`src/rtl/rr_pipe_arbiter.sv`:
```
// rtl/rr_pipe_arbiter.sv - round-robin arbiter serialising granted frames into a shared register chain
module rr_pipe_arbiter #(
    parameter int N_REQ     = 4,
    parameter int FRAME_LEN = 8,
    parameter int DEPTH     = 2
) (
    input  logic                     _clock,
    input  logic                     _reset,
    input  logic [N_REQ-1:0]         req,
    input  logic [N_REQ-1:0]         din,
    output logic [N_REQ-1:0]         grant,
    output logic                     busy,
    output logic                     dout,
    output logic                     dout_valid,
    output logic [$clog2(N_REQ)-1:0] dout_owner,
    output logic                     frame_done
);
    localparam int IDX_W = $clog2(N_REQ);
    localparam int CNT_W = $clog2(FRAME_LEN);
    localparam int DRN_W = (DEPTH > 2) ? $clog2(DEPTH - 1) : 1;

    typedef enum logic [1:0] {IDLE, XFER, DRAIN} state_t;

    state_t             state;
    logic [IDX_W-1:0]   owner;
    logic [IDX_W-1:0]   last_owner;
    logic [CNT_W-1:0]   bitcnt;
    logic [DRN_W-1:0]   drain_cnt;

    logic [DEPTH-1:0]   s_data;
    logic [DEPTH-1:0]   s_valid;
    logic [DEPTH-1:0]   s_last;
    logic [IDX_W-1:0]   s_tag [DEPTH];

    logic [IDX_W-1:0]   winner;
    logic [IDX_W-1:0]   cand;
    logic               found;
    logic               in_data;
    logic               in_valid;
    logic               in_last;
    logic [IDX_W-1:0]   in_tag;
    logic               last_bit;

    // Scan starts just past the previous owner so every requester gets a turn.
    always_comb begin
        winner = '0;
        cand   = '0;
        found  = 1'b0;
        for (int i = 1; i <= N_REQ; i++) begin
            cand = IDX_W'((int'(last_owner) + i) % N_REQ);
            if (!found && req[cand]) begin
                found  = 1'b1;
                winner = cand;
            end
        end
    end

    assign last_bit = (bitcnt == CNT_W'(FRAME_LEN - 1));

    always_comb begin
        in_valid = (state == XFER);
        in_data  = in_valid ? din[owner] : 1'b0;
        in_last  = in_valid && last_bit;
        in_tag   = in_valid ? owner : '0;
    end

    always_ff @(negedge _clock or negedge _reset) begin
        if (!_reset) begin
            state      <= IDLE;
            grant      <= '0;
            owner      <= '0;
            last_owner <= IDX_W'(N_REQ - 1);
            bitcnt     <= '0;
            drain_cnt  <= '0;
            s_data     <= '0;
            s_valid    <= '0;
            s_last     <= '0;
            for (int i = 0; i < DEPTH; i++) begin
                s_tag[i] <= '0;
            end
        end else begin
            s_data  <= {s_data[DEPTH-2:0], in_data};
            s_valid <= {s_valid[DEPTH-2:0], in_valid};
            s_last  <= {s_last[DEPTH-2:0], in_last};
            s_tag[0] <= in_tag;
            for (int i = 1; i < DEPTH; i++) begin
                s_tag[i] <= s_tag[i-1];
            end

            case (state)
                IDLE: begin
                    if (found) begin
                        owner  <= winner;
                        grant  <= N_REQ'(1) << winner;
                        bitcnt <= '0;
                        state  <= XFER;
                    end
                end
                XFER: begin
                    bitcnt <= bitcnt + CNT_W'(1);
                    if (last_bit) begin
                        grant      <= '0;
                        last_owner <= owner;
                        drain_cnt  <= '0;
                        state      <= DRAIN;
                    end
                end
                DRAIN: begin
                    // Bubbles flush the chain so the final bit reaches dout before re-arbitration.
                    if (drain_cnt == DRN_W'(DEPTH - 2)) begin
                        state <= IDLE;
                    end else begin
                        drain_cnt <= drain_cnt + DRN_W'(1);
                    end
                end
                default: begin
                    state <= IDLE;
                    grant <= '0;
                end
            endcase
        end
    end

    assign busy       = (state != IDLE);
    assign dout       = s_data[DEPTH-1];
    assign dout_valid = s_valid[DEPTH-1];
    assign dout_owner = s_valid[DEPTH-1] ? s_tag[DEPTH-1] : '0;
    assign frame_done = s_valid[DEPTH-1] & s_last[DEPTH-1];

endmodule

```
`config.mk`:
```
export PLATFORM = sky130hd
export DESIGN_NAME = rr_pipe_arbiter
export DESIGN_NICKNAME = d
export VERILOG_FILES = /design/src/rtl/rr_pipe_arbiter.sv
export SDC_FILE = /design/constraint.sdc
export NUM_CORES = 1
export LEC_CHECK = 0
export CAP_MARGIN = 10
export CORE_MARGIN = 4
export CORE_UTILIZATION = 52
export DETAILED_ROUTE_END_ITERATION = 8
export GPL_ROUTABILITY_DRIVEN = 0
export HOLD_SLACK_MARGIN = 0.06
export PLACE_DENSITY = 0.84
export SKIP_LAST_GASP = 1
export SLEW_MARGIN = 0
export SYNTH_ARGS = -nofsm -noshare
export SYNTH_HDL_FRONTEND = slang
export SYNTH_SLANG_ARGS = --single-unit
```
`constraint.sdc`:
```
create_clock -name _clock -period 2.5 [get_ports _clock]
set_input_delay 0.25 -clock _clock [delete_from_list [all_inputs] [get_ports _clock]]
set_output_delay 0.25 -clock _clock [all_outputs]
set_load 0.05 [all_outputs]
```
# --- Word-level counts from Yosys, hierarchy flattened ---
# Cells that the tools add are included.
totals:
  out_inout_bits: 10
  wordCells: 81
  regBits: 24
  in_bits: 10
classes:
  bitwise_logic: 2
  reduce_logical: 17
  mux: 33
  n_addsub: 6
  shift: 1
  order_cmp: 5
  n_eq_ne: 6
op_table:
  columns: ["operator", "count"]
  rows:
  - ["$mux W2", 9]
  - ["$lt A2 B3 Y1 const B", 5]
  - ["$mux W1", 12]
  - ["$pmux W4 S3", 1]
  - ["$bmux W1 S2", 5]
  - ["$mux W4", 2]
  - ["$reduce_and A2 Y1", 4]
  - ["$pmux W2 S3", 1]
  - ["$pmux W3 S2", 1]
  - ["$reduce_and A3 Y1", 2]
  - ["$reduce_bool A2 Y1", 3]
  - ["$add A2 B1 Y2 const B", 2]
  - ["$add A2 B2 Y2 const B", 2]
  - ["$logic_and A1 B1 Y1", 4]
  - ["$ne A2 B2 Y1 const B", 2]
  - ["$shl A1 B2 Y4 const A", 1]
  - ["$add A3 B1 Y3 const B", 1]
  - ["$eq A3 B3 Y1 const B", 1]
  - ["$logic_not A1 Y1", 3]
  - ["$mux W3", 1]
  - ["$eq A2 B1 Y1 const B", 1]
  - ["$eq A2 B2 Y1 const B", 1]
  - ["$logic_not A2 Y1", 1]
  - ["$ne A2 B1 Y1 const B", 1]
  - ["4 further kinds", 4]

# --- Logic depth before layout (Yosys ltp) ---
logic_depth:
  word_depth: 16
  mapped_depth: 5

==> impl_metrics.csv <==
group,metric,value,unit
clock_tree,cts_root_buf,"clkbuf_4",
critical_path,worst_path_max_delay_cell,"dfrtn_1",
synth,synth_nets,87,
placement,dp_hpwl,1590,microns
critical_path,reg2regPathDepth,4,
global_route,grt_first_pass_wirelength,3360,microns
global_route,grt_remaining_overflow,0,
route,wirelength,2080,microns
floorplanning,num_rows,15,
global_route,track_usage,18.2,%
synth,synth.distinct_cells,28,
power_and_ir_drop,vdd_drop_max,809,uV
critical_path,cp.arrival,2.37,ns
global_route,use_met1,20.9,%
sta,rsz0062_at_grt,"true",
critical_path,cpPeakStageDelay,0.50,ns
floorplanning,die_w,50.8,microns
sta,slew_headroom,66.0,%
status,violations,"negative setup slack",
floorplanning,io_pins,20,
critical_path,r2r_end,"last_owner[1]$_DFFE_NN1P_",
route,wl_per_cell,15.6,microns
clock_tree,ctsHoldBuffers,0,
route,dr.first_iter.drc_count,15,
synth,ys_seq_area_share,60.8,%
placement,place_area,1330,sq um
final_layout,stdcell_area,1380,sq um
global_route,busiest_layer,"met2",
global_route,antenna_found_initial,0,
power_and_ir_drop,power.leakage,0.635,nW
min_path,min_path_cells,0,
final_layout,nFillCells,103,
floorplanning,core,1730,sq um
sta,setup_violations,4,
critical_path,critical_path_cell_count,2,
final_layout,n_antenna_cell,0,
sta,setup_ws,-0.123,ns
critical_path,crit_required,2.25,ns
global_route,met3_usage,3.26,%
floorplanning,die_y,50.8,microns
route,drt-pass1-iter-count,4,
status,status,"finished, violations left",
global_route,grt_max_degree,14,
clock_tree,h-tree-depth,1,
synth,synthesis.area,951,sq um
final_layout,syn_to_final_growth,44.7,%
power_and_ir_drop,power_per_cell_area,1320,nW/um^2
flow_run,cap_violations,0,
route,drc,0,
route,vias_per_cell,5.35,
route,vias,712,
critical_path,r2r_setup_slack,0.84,ns
clock_tree,clkTransAtPathRegs,0.08,ns
clock_tree,insertion_delay,0.38,ns
sta,slew_viol_final,0,
clock_tree,cts_made_buffers,3,
floorplanning,die_area,2580,sq um
critical_path,crit_chain,"and2_4 > buf_12",
critical_path,worstSetupStartpoint,"s_valid[1]$_DFF_NN0_",
clock_tree,clock_path_buffers,2,
critical_path,path_class,"register to output pin",
critical_path,path_buf_inv,1,
synth,synth.avg_cell_area,12.7,sq um
critical_path,critPathMaxFanout,4,
global_route,grt_pass1_vias,725,
critical_path,end_kind,"output pin",
floorplanning,start_util,55.1,%
clock_tree,cts_tree,"done",
critical_path,crit_end,"dout_owner[0]",
synth,syn_inst,75,
sta,hold_viol_final,0,
global_route,met2_usage,33.5,%
clock_tree,clock_sinks,23,
route,ant_nets,0,
min_path,hold_path_class,"register to register",
critical_path,regToRegStartpoint,"state[0]$_DFFE_NN0P_",
final_layout,drive_gt1_share,38.0,%
critical_path,startpoint_type,"register",
placement,dp_slack,-0.608,ns
synth,ys.warnings.count,0,
critical_path,critPathTopFamily,"flip-flops",
synth,synth-seq-cells,23,
sta,skew,0.0755,ns
final_layout,fin_nets,121,
sta,max_slew.worst_pin.slew,0.508,ns
placement,io_buffer_count,19,
kinds of logic after synthesis:
group           Yosys count  synth area share [%]
fa+ha+maj                 2                  2.63
mux                       4                  5.92
compound gates           15                  12.1
simple gates             27                  16.8
buf+inv                   4                  1.71
flops                    23                  60.8
layer usage:
| layer | wire length (microns) | up-vias |
|---|---|---|
| li1 | - | 331 |
| met1 | 788 | 352 |
| met2 | 1160 | 25 |
| met3 | 95 | 4 |
| met4 | 40 | 0 |
| met5 | 0 | - |
power by group:
part	internal, mW	total, mW	leakage [nW]	switching [mW]
Sequential	0.545	0.658	0.281	0.113
Combinational	0.492	0.969	0.325	0.477
Clock	0.0634	0.184	0.0287	0.121
sequential cells by signal, summed over array words and instances, names as in the netlist:
register,flops
bitcnt,3
grant,4
last_owner,2
owner,2
s_data,2
s_last,2
s_tag,4
s_valid,2
state,2
metrics by stage:
step | TNS, ns | util, % | hold slack (ns) | power (mW) | std cells
floorplan | -0.189 | - | 0.292 | 1.16 | 75
global placement | -4.63 | 76.9 | 0.292 | 1.54 | 125
detailed placement | -5.24 | 76.9 | 0.295 | 1.59 | 125
CTS | -0.425 | 79.7 | 0.297 | 1.80 | 132
global route | -0.589 | 79.7 | 0.301 | 1.91 | 133
finish | -0.408 | 79.7 | 0.296 | 1.81 | 133
how the worst min path moves through the flow:
stage,from,to,slack [ns]
2_1_floorplan,s_data[0]$_DFF_NN0_,s_data[1]$_DFF_NN0_,0.29
3_3_place_gp,s_tag[3]$_DFF_NN0_,s_tag[1]$_DFF_NN0_,0.29
5_1_grt,s_tag[3]$_DFF_NN0_,s_tag[1]$_DFF_NN0_,0.30
6_report,s_tag[2]$_DFF_NN0_,s_tag[0]$_DFF_NN0_,0.30
3_5_place_dp,s_tag[2]$_DFF_NN0_,s_tag[0]$_DFF_NN0_,0.30
4_1_cts,s_tag[2]$_DFF_NN0_,s_tag[0]$_DFF_NN0_,0.30
cells in the mapped netlist:
cell type / n / area share (%)
dfrtn_1: 21 / 55
and2_1: 8 / 5.3
o21ai_0: 5 / 2.6
inv_1: 3 / 1.2
nand2_1: 3 / 1.2
nand2b_1: 3 / 2.0
nand3_1: 3 / 1.6
nor2_1: 3 / 1.2
a21oi_1: 2 / 1.1
a22o_1: 2 / 1.8
a32o_1: 2 / 2.1
dfstp_2: 2 / 5.5
ha_1: 2 / 2.6
mux2_1: 2 / 2.4
a211o_1: 1 / 0.92
a211oi_1: 1 / 0.79
a311oi_2: 1 / 1.6
buf_2: 1 / 0.53
mux2_2: 1 / 1.2
mux4_2: 1 / 2.4
nand2_4: 1 / 1.2
nor2_2: 1 / 0.66
nor2b_1: 1 / 0.66
nor3_1: 1 / 0.53
nor3b_1: 1 / 0.79
o21bai_2: 1 / 1.2
or2_1: 1 / 0.66
or4_4: 1 / 1.2
placed cells by master (no fill, tap or decap):
cell	instances
clkbuf_2	2
dlygate4sd2_1	1
clkbuf_4	3
clkdlybuf4s50_1	5
nor3_1	1
inv_2	2
nand2_1	3
and2_4	3
ha_1	2
or4_4	1
a32o_1	2
or2_1	1
a211o_1	1
a22o_1	2
o21ai_0	4
a211oi_2	1
nand2_4	1
nor3b_1	1
nor2_1	2
buf_4	10
mux4_2	1
a21oi_1	2
nor2b_1	1
nand3_1	3
dfstp_2	2
a311oi_2	1
clkdlybuf4s15_1	1
mux2_2	1
mux2_1	2
o21ai_1	1
o21bai_2	1
dfrtn_1	21
nand2b_1	3
inv_1	3
nor2_2	2
buf_12	10
and2_1	5
area by class of cell:
type                            count  area (sq um)  share of cell area, %
Clock inverter                      3          11.3                  0.818
Tap cell                           25          31.3                   2.27
Inverter                            2          7.51                  0.545
Clock buffer                        3          22.5                   1.64
Sequential cell                    23           578                   42.0
Multi-Input combinational cell     48           372                   27.0
Timing Repair Buffer               29           354                   25.7
repair_timing:
item	in CTS	in global routing
pin swaps	6	5
buffers inserted	2	1
endpoints found under the setup margin	14	10
hold endpoints to repair	0	0
gates resized for setup	8	5
worst reg2reg max path, delay by kind of cell (launching register included):
kind / cells / cell delay, ns
DFF: 1 / 0.44
and+or+nand+nor: 2 / 0.70
muxes: 1 / 0.36
buffers and inverters: 1 / 0.14
(Power assumes the default switching activity.)
